### config.mk
export PLATFORM = sky130hd
export DESIGN_NAME = pc_fetch_ctrl_flat
export DESIGN_NICKNAME = d
export VERILOG_FILES = /design/src/rtl/pc_fetch_ctrl_if.sv /design/src/rtl/pc_fetch_ctrl.sv /design/src/flat_wrapper.sv
export SDC_FILE = /design/constraint.sdc
export NUM_CORES = 1
export LEC_CHECK = 0
export CORE_UTILIZATION = 45
export DETAILED_ROUTE_END_ITERATION = 8
export PLACE_DENSITY = 0.75
export SYNTH_ARGS = -nofsm -noshare
export SYNTH_HDL_FRONTEND = slang
export SYNTH_SLANG_ARGS = --single-unit
### constraint.sdc
create_clock -name clk -period 6.5 [get_ports clk]
set_input_delay 0.65 -clock clk [delete_from_list [all_inputs] [get_ports clk]]
set_output_delay 0.65 -clock clk [all_outputs]
set_load 0.01 [all_outputs]
### src/rtl/pc_fetch_ctrl_if.sv
// Fetch-stage bus between the PC/fetch controller and its surroundings
// (pipeline control, branch unit, instruction memory, decode).
interface pc_fetch_ctrl_if #(
  parameter int ADDR_W = 32
) ();
  logic              stall_i;
  logic              br_valid_i;
  logic [ADDR_W-1:0] br_target_i;
  logic              flush_i;
  logic [ADDR_W-1:0] flush_target_i;
  logic              if_ack_i;
  logic              if_req_o;
  logic [ADDR_W-1:0] if_addr_o;
  logic              done_o;
  logic [ADDR_W-1:0] done_pc_o;
  logic              misalign_o;

  // Controller side.
  modport master (
    input  stall_i, br_valid_i, br_target_i, flush_i, flush_target_i, if_ack_i,
    output if_req_o, if_addr_o, done_o, done_pc_o, misalign_o
  );

  // Environment side: pipeline control, branch unit, memory and decode.
  modport slave (
    output stall_i, br_valid_i, br_target_i, flush_i, flush_target_i, if_ack_i,
    input  if_req_o, if_addr_o, done_o, done_pc_o, misalign_o
  );
endinterface

### src/rtl/pc_fetch_ctrl.sv
// Program counter and level-request fetch controller with stall, pending
// branch redirect, exception flush and completed-fetch reporting.
module pc_fetch_ctrl #(
  parameter int unsigned       ADDR_W       = 32,
  parameter int unsigned       STEP         = 4,
  parameter int unsigned       ALIGN_BITS   = 2,
  parameter logic [ADDR_W-1:0] RESET_VECTOR = '0
) (
  input logic            clk,
  input logic            rst,
  pc_fetch_ctrl_if.master bus
);

  // state | meaning
  // BOOT  | out of reset, no request yet; leaves on the first edge with rst=0
  // FETCH | request held high; PC moves on ack or flush
  typedef enum logic {BOOT, FETCH} state_t;

  localparam logic [ADDR_W-1:0] LOW_MASK = ADDR_W'((64'd1 << ALIGN_BITS) - 64'd1);
  localparam logic [ADDR_W-1:0] STEP_W   = ADDR_W'(STEP);

  state_t            state_q;
  logic [ADDR_W-1:0] pc_q;
  logic              req_q;
  logic              done_q;
  logic [ADDR_W-1:0] done_pc_q;
  logic              misalign_q;
  logic              pend_v_q;
  logic [ADDR_W-1:0] pend_t_q;

  logic [ADDR_W-1:0] br_aligned;
  logic [ADDR_W-1:0] fl_aligned;
  logic              br_mis;
  logic              fl_mis;
  logic              ack_done;

  assign br_aligned = bus.br_target_i & ~LOW_MASK;
  assign fl_aligned = bus.flush_target_i & ~LOW_MASK;
  assign br_mis     = |(bus.br_target_i & LOW_MASK);
  assign fl_mis     = |(bus.flush_target_i & LOW_MASK);
  assign ack_done   = bus.if_ack_i & ~bus.flush_i;

  always_ff @(posedge clk) begin
    if (rst) begin
      state_q    <= BOOT;
      pc_q       <= RESET_VECTOR;
      req_q      <= 1'b0;
      done_q     <= 1'b0;
      done_pc_q  <= '0;
      misalign_q <= 1'b0;
      pend_v_q   <= 1'b0;
      pend_t_q   <= '0;
    end else begin
      misalign_q <= 1'b0;
      done_q     <= 1'b0;
      unique case (state_q)
        BOOT: begin
          state_q <= FETCH;
          req_q   <= 1'b1;
        end
        FETCH: begin
          req_q  <= 1'b1;
          done_q <= ack_done;
          if (ack_done) done_pc_q <= pc_q;
          // Redirect priority: flush, then branch (live or pending), then stall, then step.
          if (bus.flush_i) begin
            pc_q       <= fl_aligned;
            pend_v_q   <= 1'b0;
            misalign_q <= fl_mis;
          end else if (bus.if_ack_i && (bus.br_valid_i || pend_v_q)) begin
            pc_q       <= bus.br_valid_i ? br_aligned : pend_t_q;
            pend_v_q   <= 1'b0;
            misalign_q <= bus.br_valid_i & br_mis;
          end else if (bus.if_ack_i && bus.stall_i) begin
            pc_q <= pc_q;
          end else if (bus.if_ack_i) begin
            pc_q <= pc_q + STEP_W;
          end else if (bus.br_valid_i) begin
            // Latched targets are stored aligned; newest branch overwrites.
            pend_t_q   <= br_aligned;
            pend_v_q   <= 1'b1;
            misalign_q <= br_mis;
          end
        end
        default: state_q <= BOOT;
      endcase
    end
  end

  assign bus.if_req_o   = req_q;
  assign bus.if_addr_o  = pc_q;
  assign bus.done_o     = done_q;
  assign bus.done_pc_o  = done_pc_q;
  assign bus.misalign_o = misalign_q;

endmodule
### src/flat_wrapper.sv
// flat-port wrapper written by rule: the top's interface ports become plain ports
module pc_fetch_ctrl_flat 
#(
  parameter int unsigned       ADDR_W       = 32,
  parameter int unsigned       STEP         = 4,
  parameter int unsigned       ALIGN_BITS   = 2,
  parameter logic [ADDR_W-1:0] RESET_VECTOR = '0
)
  (clk, rst, bus_stall_i, bus_br_valid_i, bus_br_target_i, bus_flush_i, bus_flush_target_i, bus_if_ack_i, bus_if_req_o, bus_if_addr_o, bus_done_o, bus_done_pc_o, bus_misalign_o);
  pc_fetch_ctrl_if #(.ADDR_W(ADDR_W)) bus_i ();
  input logic clk;
  input logic rst;
  input wire logic [$bits(bus_i.stall_i)-1:0] bus_stall_i;
  input wire logic [$bits(bus_i.br_valid_i)-1:0] bus_br_valid_i;
  input wire logic [$bits(bus_i.br_target_i)-1:0] bus_br_target_i;
  input wire logic [$bits(bus_i.flush_i)-1:0] bus_flush_i;
  input wire logic [$bits(bus_i.flush_target_i)-1:0] bus_flush_target_i;
  input wire logic [$bits(bus_i.if_ack_i)-1:0] bus_if_ack_i;
  output wire logic [$bits(bus_i.if_req_o)-1:0] bus_if_req_o;
  output wire logic [$bits(bus_i.if_addr_o)-1:0] bus_if_addr_o;
  output wire logic [$bits(bus_i.done_o)-1:0] bus_done_o;
  output wire logic [$bits(bus_i.done_pc_o)-1:0] bus_done_pc_o;
  output wire logic [$bits(bus_i.misalign_o)-1:0] bus_misalign_o;
  assign bus_i.stall_i = bus_stall_i;
  assign bus_i.br_valid_i = bus_br_valid_i;
  assign bus_i.br_target_i = bus_br_target_i;
  assign bus_i.flush_i = bus_flush_i;
  assign bus_i.flush_target_i = bus_flush_target_i;
  assign bus_i.if_ack_i = bus_if_ack_i;
  assign bus_if_req_o = bus_i.if_req_o;
  assign bus_if_addr_o = bus_i.if_addr_o;
  assign bus_done_o = bus_i.done_o;
  assign bus_done_pc_o = bus_i.done_pc_o;
  assign bus_misalign_o = bus_i.misalign_o;
  pc_fetch_ctrl #(.ADDR_W(ADDR_W), .STEP(STEP), .ALIGN_BITS(ALIGN_BITS), .RESET_VECTOR(RESET_VECTOR)) u_core (.clk(clk), .rst(rst), .bus(bus_i));
endmodule
# Word-level counts from Yosys, hierarchy flattened
# Index checks and enable logic that the tools add are counted.
op_classes:
  n_reduce_logical: 12
  n_div: 0
  n_mul: 0
  order_cmp: 0
  mux: 16
  shift: 0
  addsub: 1
  n_eq_ne: 2
  bitwise_logic: 7
op_table:
  columns: ["cell", "n"]
  rows:
  - ["32-bit 2-to-1 mux", 5]
  - ["32-bit by 3-bit adder with 32-bit output (second input constant)", 1]
  - ["1-bit 2-to-1 mux", 11]
  - ["3-bit by 2-bit != test with 1-bit output (second input constant)", 2]
  - ["3-bit nonzero test", 2]
  - ["2-bit OR reduction", 3]
  - ["1-bit NOT", 5]
  - ["5-bit AND reduction", 1]
  - ["4-bit AND reduction", 1]
  - ["3-bit AND reduction", 1]
  - ["1-bit AND", 2]
  - ["1-bit logical AND", 2]
  - ["2-bit AND reduction", 1]
  - ["1-bit logical OR", 1]
word_totals:
  romBits: 0
  out_inout_bits: 67
  latch_bits: 0
  elab_cells: 45
  n_memories: 0
  reg_bits: 100
  ram_bits: 0

# Depth between registers and ports, before layout
# Gate-level depths: netlist of run 1.
logic_depth:
  depth_word: 6
  ltp_mapped: 8
  ltp_nobuf: 6

# Worst setup path before layout of run 1
# OpenSTA, ideal clock, no wires.
synth_timing:
  path_type: "input-to-reg"
  startpoint: "in bus_br_valid_i"
  endpoint: "reg u_core.pc_q[25], in the netlist u_core.bus.if_addr_o[25]"
  setup_slack_ps: 4268
  required_time_ps: 6383
  cell_stages: 8
  t_arrival_ps: 2115
  path_cell_list: "clkbuf_1 -> nor3b_1 -> o21ai_0 -> and2_1 -> buf_2 -> clkbuf_1 -> o21ai_0 -> a32o_1"
synth_via:
  elab_chain_cells: 4
  word_cells_on_any_way: 8
  cone_classes: "eq/ne: 1; mux: 3; reduce/logical: 4"
synth_rtl:
  columns: ["element", "line", "source"]
  rows:
  - ["start: declaration", "flat_wrapper.sv:14", "input wire logic [$bits(bus_i.br_valid_i)-1:0] bus_br_valid_i;"]
  - ["1-bit logical OR", "pc_fetch_ctrl.sv:70", "end else if (bus.if_ack_i && (bus.br_valid_i || pend_v_q)) begin"]
  - ["1-bit logical AND", "pc_fetch_ctrl.sv:70", null]
  - ["3-bit by 2-bit != test with 1-bit output (no line), or another cell as far along", null, null]
  - ["3-bit AND reduction (no line) or 32-bit 2-to-1 mux (tied branches)", null, null]
  - ["end signal: assignment", "pc_fetch_ctrl.sv:71", "pc_q <= bus.br_valid_i ? br_aligned : pend_t_q;"]
  - ["end signal: assignment", "pc_fetch_ctrl.sv:75", "pc_q <= pc_q;"]
  - ["end signal: assignment", "pc_fetch_ctrl.sv:77", "pc_q <= pc_q + STEP_W;"]
  - ["end: declaration", "pc_fetch_ctrl.sv:23", "logic [ADDR_W-1:0] pc_q;"]
# Several ways; a longest one is shown, not always the timed one.
# A chain may end at the register's enable or synchronous reset.

# Worst setup path after layout of run 1
layout_timing:
  startpoint: "in bus_flush_i"
  endpoint: "reg u_core.pc_q[28], in the netlist u_core.bus.if_addr_o[28]"
layout_via:
  elab_chain_cells: 2
  word_cells_on_any_way: 4
  cone_classes: "eq/ne: 1; mux: 1; reduce/logical: 2"
layout_rtl:
  columns: ["element", "line", "source"]
  rows:
  - ["start: declaration", "flat_wrapper.sv:16", "input wire logic [$bits(bus_i.flush_i)-1:0] bus_flush_i;"]
  - ["3-bit by 2-bit != test with 1-bit output (no line) or 3-bit nonzero test (tied branches)", null, null]
  - ["3-bit AND reduction (no line)", null, null]
  - ["end signal: assignment", "pc_fetch_ctrl.sv:67", "pc_q <= fl_aligned;"]
  - ["end signal: assignment", "pc_fetch_ctrl.sv:71", null]
  - ["end signal: assignment", "pc_fetch_ctrl.sv:75", null]
# Several ways; a longest one is shown, not always the timed one.

==> metrics, run 1 <==
met3 wire len=1170 µm; Crit path max-delay family=simple AND/OR/NAND/NOR gates; CP endpoint kind=register; ys async rst share=0; post_cts resized=0; flop2flop setup slack=3.92 ns; I/O pin total=137; GRT Util Overall=0.273; die height=107 µm; Residual DRC=0; Metal-1 WL=6870 µm; highest layer used for signal routing=met4; CTS buffer count=9; Mapped Nets=728; reg2reg path depth=6; Hold EP=u_core.pend_t_q[2]; HPWL after DPL=10,700 µm; nets@finish=824; Wirelength per Cell=17.2 µm; num rows=38; grt ovf=0; Slew headroom=0.190; Hold/Removal Path Class=reg2reg; Routed WL=15,500 µm; Buffers & Inverters on Critical Path=3; antenna cells=0; Final Hold Viols=0; first-pass GRT wire length=24,600 µm; DR vias=5,273; min Tclk post-route=3.42 ns; Post-synth top flop=dfxtp_1; filler instances=1,007; Clock Skew=0.00928 ns; slowest library cell on the worst path=or4_1; Post-synth EDFFs=0; leakage power=0.00223 µW; Area Overhead vs Synth=31.6%; fin crit share=0.526; Seq cells post-synth=100; f_max=293 MHz; largest net degree at the start of global routing=91; post-detailed-route count of antenna-violating nets=0; CP Data Arrival Time=3.72 ns; first-pass iteration count of the detailed router=7; Placer Congestion=0.855; number of setup buffers added after CTS=0; Setup TNS=0 ns; register area share after synthesis=0.401; Yosys Warn Count=0; run status=completed; RR Startpoint=u_core.bus.if_addr_o[2]; Port Buf Inserts=136; starting density of the core=0.461; RSZ-0062 raised after global routing=false; die area=11,500 µm²; max-cap violations=0; Min-Delay Path Depth=2; Synth Cell Area=5000 µm²; setup violators final=0; routed wl met2=7160 µm; peak supply drop=145 µV; CP cell instances=buf_2 > buf_4 > inv_1 > o21ai_0 > nand2_1 > or4_1 > a41oi_1; H-tree Lvls=3; number of global-route vias before repair=4,714; actual slew at the worst max-slew pin=1.21 ns; layout cell share with drive strength beyond 1=0.0475; Core Util, Final=0.607; PwrDens=204 nW/µm²; Post-Syn Area per Cell=7.61 µm²; max incr delay on CP=0.72 ns; CTS tree=yes; post-synth cell types=53; clock tree buffer depth=2; startpoint types=input port; root buf cell=clkbuf_8; Die W=107 µm; Slew Limit Fails=0; RR Endpoint=u_core.bus.if_addr_o[30]; worst skew pair latency=0.38 ns; Worst EP required=6.80 ns; minimum hold slack=0.454 ns; min-delay src=u_core.pend_t_q[2]; initial antenna violation count=0; CORE AREA=10,800 µm²; critical path peak fanout=52; hold_buf cts=0; clk sinks=100; CTS clock-pin slew for the worst setup and hold paths=0.09 ns; vias per inst=5.87; Setup CP Type=in2reg; post-synthesis instance total=657; Initial DRC Count=558
[flip-flops by register name (all words and copies together), names as in the netlist]
name	count
u_core.bus.misalign_o	1
u_core.bus.done_pc_o	32
u_core.bus.done_o	1
u_core.pend_t_q	32
u_core.state_q	1
u_core.bus.if_addr_o	32
u_core.pend_v_q	1
[cells by family (layout without fill, tap and decap cells)]
group | Yosys count | after routing | synth area share
fa+ha+maj | 1 | 1 | 0.00250
xor+xnor | 13 | 13 | 0.0228
buf+inv | 66 | 167 | 0.0503
flops | 100 | 100 | 0.401
mux | 32 | 32 | 0.0646
simple gates | 251 | 251 | 0.231
compound gates | 194 | 194 | 0.229
[per-stage QoR]
step / total power, µW / worst slack (ns) / std cells / instance area [µm²]
finish: 1340 / 3.08 / 898 / 6580
global route: 1400 / 2.84 / 898 / 6580
CTS: 1350 / 3.14 / 898 / 6580
detailed placement: 902 / 2.73 / 882 / 6350
global placement: 897 / 2.86 / 882 / 6350
floorplan: 786 / 4.27 / 657 / 5000
[synthesized netlist by cell type (3+ instances only)]
| library cell | n | area [µm²] |
|---|---|---|
| xnor2_1 | 5 | 43.8 |
| a311oi_1 | 3 | 26.3 |
| xor2_1 | 8 | 70.1 |
| clkbuf_1 | 49 | 184 |
| buf_2 | 3 | 15.0 |
| nor2_1 | 20 | 75.1 |
| o31ai_1 | 6 | 45.0 |
| dfxtp_1 | 100 | 2000 |
| nor4_1 | 9 | 56.3 |
| o41ai_1 | 3 | 26.3 |
| and3_1 | 4 | 25.0 |
| o21ai_0 | 31 | 155 |
| nand3_1 | 19 | 95.1 |
| mux2i_1 | 30 | 300 |
| a41oi_1 | 3 | 26.3 |
| a211oi_1 | 12 | 90.1 |
| or4_1 | 4 | 30.0 |
| o21a_1 | 4 | 30.0 |
| a21oi_1 | 104 | 521 |
| nand4_1 | 7 | 43.8 |
| nor3b_1 | 3 | 22.5 |
| nor3_1 | 13 | 65.1 |
| inv_1 | 9 | 33.8 |
| nor2b_1 | 4 | 25.0 |
| o211ai_1 | 5 | 37.5 |
| buf_1 | 5 | 18.8 |
| nand2_1 | 154 | 578 |
| a221oi_1 | 4 | 35.0 |
[how the worst max path moves through the flow]
stage	to	startpoint	depth (start not counted)	slack (ns)
4_1_cts	u_core.bus.if_addr_o[28]	bus_flush_i	7	3.14
2_1_floorplan	u_core.bus.if_addr_o[25]	bus_br_valid_i	8	4.27
6_report	u_core.bus.if_addr_o[28]	bus_flush_i	7	3.08
5_1_grt	u_core.bus.if_addr_o[28]	bus_flush_i	7	2.84
3_3_place_gp	u_core.bus.if_addr_o[28]	bus_flush_i	7	2.86
3_5_place_dp	u_core.bus.if_addr_o[28]	bus_flush_i	7	2.73
[placed cells by master (no fill, tap or decap), drive strengths merged, types with 5 or more instances in the layout]
cell type      Yosys  final
a211oi            12     12
a21oi            104    104
buf                8      9
clkbuf            49     10
clkdlybuf4s50      0    133
dfxtp            100    100
inv                9      9
mux2i             30     30
nand2            154    154
nand3             21     21
nand4              8      8
nor2              20     20
nor3              14     14
nor4              11     11
o211ai             5      5
o21ai             33     33
o31ai              6      6
xnor2              5      5
xor2               8      8
[worst min-delay path, stage by stage, from the launching register on]
cell     delay [ns]
dfxtp_1        0.31
nand2_1        0.05
a21oi_1        0.05
[metal layers]
metal / GRT usage / vias to the layer above
li1: - / 2521
met1: 0.389 / 2478
met2: 0.422 / 246
met3: 0.0400 / 28
met4: 0.0871 / 0
met5: 0 / -
[layout make-up]
type	instances	area [µm²]	share of cell area
Clock buffer	10	138	0.0209
Clock inverter	6	87.6	0.0133
Tap cell	140	175	0.0266
Sequential cell	100	2000	0.304
Inverter	9	33.8	0.00514
Multi-Input combinational cell	491	2750	0.418
Timing Repair Buffer	142	1390	0.212
[where the power goes]
part	internal (µW)	leakage (µW)	total, µW	switching [µW]
combinational	110	0.00130	226	116
sequential	634	0.000813	665	31.6
clock	227	0.000116	452	224
total	971	0.00223	1340	372
Note: power is estimated with default switching activity, not from simulation.
==> inputs of run 2 (changes only) <==
- clock period: 6.5 -> 3.6 ns (I/O delays scaled with it)
==> run 2 against run 1 <==
Net effect:
- utilization is 0.32 points higher
- largest cell class unchanged
- clock power is 77% higher
- clock-buffer cell count is 1 higher
==> metrics, run 2 (synthesis gave the netlist of run 1 again) <==
run status=completed (unchanged); routed wl met2=7150 µm (was 7160 µm); Seq pwr share=0.498 (was 0.495); DR vias=5,210 (was 5,273); post_cts resized=0 (unchanged); highest layer used for signal routing=met4 (unchanged); PwrDens=365 nW/µm² (was 204 nW/µm²); Final Hold Viols=0 (unchanged); actual slew at the worst max-slew pin=1.15 ns (was 1.21 ns); Area Overhead vs Synth=32.3% (was 31.6%); Setup CP Type=reg2reg (was in2reg); met3 wire len=961 µm (was 1170 µm); placed instance area=6400 µm² (was 6350 µm²); HPWL after DPL=11,000 µm (was 10,700 µm); min Tclk post-route=2.48 ns; Psw=660 µW (was 372 µW); Sw Ratio=0.274 (was 0.277); part of the power in combinational logic=0.170 (was 0.168); Placer Congestion=0.861 (was 0.855); largest net degree at the start of global routing=65 (was 91); Initial DRC Count=404 (was 558); Clock Skew=0.0106 ns (was 0.00928 ns); Residual DRC=0 (unchanged); vias per inst=5.77 (was 5.87); leakage power=0.00225 µW (was 0.00223 µW); most common cell after layout, fill and taps aside=nand2_1 (unchanged); commonest cells after routing, fill and taps aside=nand2_1 (154), clkdlybuf4s50_1 (133), a21oi_1 (104) (unchanged); hold_buf cts=0 (unchanged); Final Cell Area=6610 µm² (was 6580 µm²); clock tree buffer depth=2 (unchanged); Worst EP required=3.84 ns (was 6.80 ns); first-pass iteration count of the detailed router=5 (was 7); root buf cell=clkbuf_8 (unchanged); CP endpoint kind=register (unchanged); die height=107 µm (unchanged); number of setup buffers added after CTS=0 (unchanged); f_max=402 MHz; peak supply drop=204 µV (was 145 µV); Core Util, Final=0.610 (was 0.607); num rows=38 (unchanged); reg2reg path depth=6 (unchanged); die area=11,500 µm² (unchanged); worst skew pair latency=0.38 ns (about the same); Clock power frac=0.332 (was 0.336); Min-Delay Path Depth=3 (was 2); GRT Util Overall=0.278 (was 0.273); Routed WL=15,700 µm (was 15,500 µm); Die W=107 µm (unchanged); Slew Limit Fails=0 (unchanged); grt ovf=0 (unchanged); startpoint types=register (was input port); Slew headroom=0.229 (was 0.190); CTS buffer count=9 (unchanged); H-tree Lvls=3 (unchanged); critical path peak fanout=8 (was 52); fin crit share=0.690; starting density of the core=0.461 (unchanged); layout cell share with drive strength beyond 1=0.0524 (was 0.0475); initial antenna violation count=0 (unchanged); Setup TNS=0 ns (unchanged); setup violators final=0 (unchanged); CP Data Arrival Time=2.72 ns (was 3.72 ns); I/O pin total=137 (unchanged); antenna cells=0 (unchanged); CTS clock-pin slew for the worst setup and hold paths=0.10 ns (was 0.09 ns); CORE AREA=10,800 µm² (unchanged); RSZ-0062 raised after global routing=false (unchanged); flop2flop setup slack=1.12 ns (was 3.92 ns); Port Buf Inserts=136 (unchanged); clk sinks=100 (unchanged); Internal=1750 µW (was 971 µW); number of global-route vias before repair=4,727 (was 4,714); first-pass GRT wire length=24,800 µm (was 24,600 µm); Hold/Removal Path Class=in2reg (was reg2reg); CTS tree=yes (unchanged); Wirelength per Cell=17.4 µm (was 17.2 µm); post-detailed-route count of antenna-violating nets=0 (unchanged); Metal-1 WL=7250 µm (was 6870 µm); max-cap violations=0 (unchanged); nets@finish=830 (was 824)
run 2: cell count changes in the layout (fill, tap and decap cells not counted):
cell,delta
buf_4,+6
clkbuf_1,+1
clkinv_2,-1
clkinv_4,-1
run 2: final cells by class:
class	count	area (µm²)
well taps	140	175
clock inverters	4	73.8
multi-input cells	491	2750
flip-flops and latches	100	2000
fillers	979	4230
clock buffers	11	141
repair buffers	148	1440
inverters	9	33.8
run 2: through the flow:
step | hold WS, ns | cells | power (µW) | setup WS (ns)
finish | 0.350 | 903 | 2410 | 1.12
global route | 0.375 | 903 | 2510 | 0.928
CTS | 0.338 | 903 | 2430 | 1.12
detailed placement | 0.442 | 888 | 1630 | 0.959
global placement | 0.437 | 888 | 1620 | 1.08
floorplan | 0.432 | 657 | 1420 | 1.38
run 2: power by group through the flow:
stage / Clock (µW) / Combinational, µW / Sequential [µW]
after floorplan: 0 / 197 / 1220
after global placement: 0 / 400 / 1220
after detailed placement: 0 / 406 / 1230
after CTS: 817 / 408 / 1200
after global routing: 854 / 444 / 1210
final: 800 / 411 / 1200
run 2: worst max-delay path: stages (launching register included):
cell     delay (ns)
dfxtp_1        0.45
ha_1           0.23
nand3_2        0.20
or4_1          0.73
nor4_2         0.38
mux2i_1        0.24
o22ai_1        0.11
run 2: final timing paths:
| check | start | endpoint |
|---|---|---|
| worst max register to register | u_core.bus.if_addr_o[2] | u_core.bus.if_addr_o[30] |
| worst max-delay path | u_core.bus.if_addr_o[2] | u_core.bus.if_addr_o[30] |
| worst min register to register | u_core.pend_t_q[2] | u_core.pend_t_q[2] |
| worst min-delay path | bus_br_valid_i | u_core.pend_v_q |
run 2: routing by layer:
layer  up-vias  GRT usage
li1       2524          -
met1      2470      0.399
met2       194      0.426
met3        22     0.0272
met4         0      0.107
met5         -          0
==> inputs of run 3 (changes only) <==
- CORE_UTILIZATION: 45 -> 44
- PLACE_DENSITY: 0.75 -> 0.77
- clock period: 3.6 -> 2.2 ns (I/O delays scaled with it)
==> run 3 against run 2 <==
Net effect:
- sequential share of layout area shrank 1.7 points
- largest power group unchanged
- register-to-register slack worse by 1.0 ns
- cell area rose by 6.0%
- highest routed layer unchanged
- clock power up 110%
- first-iteration DRC count increased by 2.2%
- setup slack got worse by 1.0 ns
- routed wire length is 3.7% higher
==> metrics, run 3 (synthesis gave the netlist of run 1 again) <==
run status=completed (unchanged); CTS tree=yes (unchanged); first-pass GRT wire length=25,200 µm (was 24,800 µm); CTS buffer count=9 (unchanged); grt ovf=0 (unchanged); initial antenna violation count=0 (unchanged); Initial DRC Count=413 (was 404); commonest cells after routing, fill and taps aside=nand2_1 (154), clkdlybuf4s50_1 (133), a21oi_1 (104) (unchanged); fin crit share=0.956 (was 0.690); placed instance area=6680 µm² (was 6400 µm²); f_max=475 MHz (was 402 MHz); Worst EP required=2.46 ns (was 3.84 ns); most common cell after layout, fill and taps aside=nand2_1 (unchanged); Core Util, Final=0.641 (was 0.610); H-tree Lvls=3 (unchanged); Critical Path Start=u_core.bus.if_addr_o[2] (unchanged); CP Data Arrival Time=2.37 ns (was 2.72 ns); antenna cells=0 (unchanged); critical path peak fanout=7 (was 8); GRT Util Overall=0.278 (about the same); peak supply drop=362 µV (was 204 µV); HPWL after DPL=11,600 µm (was 11,000 µm); CTS clock-pin slew for the worst setup and hold paths=0.07 ns (was 0.10 ns); Routed WL=16,300 µm (was 15,700 µm); max incr delay on CP=0.46 ns (was 0.73 ns); Setup WS post-layout=0.0969 ns (was 1.12 ns); max-cap violations=0 (unchanged); CORE AREA=10,900 µm² (was 10,800 µm²); RSZ-0062 raised after global routing=false (unchanged); vias per inst=5.79 (was 5.77); RR Startpoint=u_core.bus.if_addr_o[2] (unchanged); clk sinks=100 (unchanged); die height=109 µm (was 107 µm); min Tclk post-route=2.10 ns (was 2.48 ns); Setup Slack @ Placement=0.0639 ns (was 0.959 ns); Setup CP Type=reg2reg (unchanged); Wirelength per Cell=17.4 µm (about the same); min-delay src=bus_br_valid_i (unchanged); Reg area=2000 µm² (about the same); slowest library cell on the worst path=or4_1 (unchanged); num rows=38 (unchanged); hold_buf cts=0 (unchanged); leakage power=0.00247 µW (was 0.00225 µW); root buf cell=clkbuf_16 (was clkbuf_8); worst skew pair latency=0.35 ns (was 0.38 ns); Hold/Removal Path Class=in2reg (unchanged); actual slew at the worst max-slew pin=1.03 ns (was 1.15 ns); Final Power=4400 µW (was 2410 µW); Setup TNS=0 ns (unchanged); area occupied by multi-input gates=2750 µm² (about the same); nets@finish=861 (was 830); PwrDens=627 nW/µm² (was 365 nW/µm²); CP endpoint kind=register (unchanged); Final Cell Area=7010 µm² (was 6610 µm²); Buffers & Inverters on Critical Path=1 (was 0); number of global-route vias before repair=4,878 (was 4,727); Placer Congestion=0.878 (was 0.861); Crit path max-delay family=simple AND/OR/NAND/NOR gates (unchanged); setup violators final=0 (unchanged); starting density of the core=0.457 (was 0.461); filler instances=965 (was 979); Residual DRC=0 (unchanged); Slew Limit Fails=0 (unchanged); die area=11,800 µm² (was 11,500 µm²); Port Buf Inserts=136 (unchanged); clock tree buffer depth=2 (unchanged); layout cell share with drive strength beyond 1=0.0956 (was 0.0524); I/O pin total=137 (unchanged); first-pass iteration count of the detailed router=6 (was 5); post-detailed-route count of antenna-violating nets=0 (unchanged); CP cell instances=ha_1 > nand3_2 > buf_4 > nor4_2 > nand4_1 > or4_1 > a41oi_1 (was ha_1 > nand3_2 > or4_1 > nor4_2 > mux2i_1 > o22ai_1); Die W=109 µm (was 107 µm); Clock Skew=0.0109 ns (was 0.0106 ns); startpoint types=register (unchanged); Area Overhead vs Synth=40.2% (was 32.3%); Final Hold Viols=0 (unchanged); Slew headroom=0.312 (was 0.229); DR vias=5,412 (was 5,210); largest net degree at the start of global routing=90 (was 65)
## run 3: cell types whose count changed in the layout (fill, tap and decap cells not counted)
cell / delta
dfxtp_1: -2
dfxtp_2: +2
clkinvlp_4: +1
buf_12: +4
or4_1: -1
clkinv_4: -1
or4_4: +1
clkbuf_16: +9
clkbuf_1: -1
buf_4: +27
clkbuf_8: -6
bufinv_16: -1
## run 3: worst min-delay path, stage by stage
cell and delay (ns):
buf_2 0.15, a21oi_1 0.14, nor2_1 0.06
## run 3: power breakdown
| group | total, µW | switching [µW] | internal (µW) |
|---|---|---|---|
| sequential | 1940 | 61.6 | 1870 |
| clock | 1690 | 689 | 1000 |
| combinational | 767 | 392 | 375 |
## run 3: area by class of cell
| cell class | count | share of cell area |
|---|---|---|
| clock inverter | 3 | 0.00607 |
| multi-input combinational | 491 | 0.393 |
| tap | 140 | 0.0250 |
| clock buffer | 13 | 0.0400 |
| inverter | 9 | 0.00482 |
| timing repair buffer | 179 | 0.245 |
| sequential | 100 | 0.286 |
## run 3: what timing repair did
item                                    in CTS  in global routing
resized for setup                            0                  1
setup buffers                                0                  0
endpoints found under the setup margin       0                  1
hold endpoints to repair                     0                  0
## run 3: routing by layer
layer,vias up,wire length [µm],track usage
met2,272,7730,0.448
met5,-,0,0
met1,2526,6970,0.384
met3,17,1360,0.0386
li1,2597,-,-
met4,0,218,0.0840
## run 3: worst paths after layout
check | depth (start not counted) | endpoint | slack (ns)
hold reg to reg | 2 | u_core.pend_t_q[13] | 0.45
setup / recovery | 7 | u_core.bus.if_addr_o[28] | 0.1
setup reg to reg | 7 | u_core.bus.if_addr_o[28] | 0.1
hold / removal | 3 | u_core.pend_v_q | 0.26
## run 3: metrics by stage
step,cells,hold slack [ns]
after floorplan,657,0.356
after global placement,919,0.437
after detailed placement,919,0.443
after CTS,935,0.258
after global routing,935,0.273
final,935,0.260
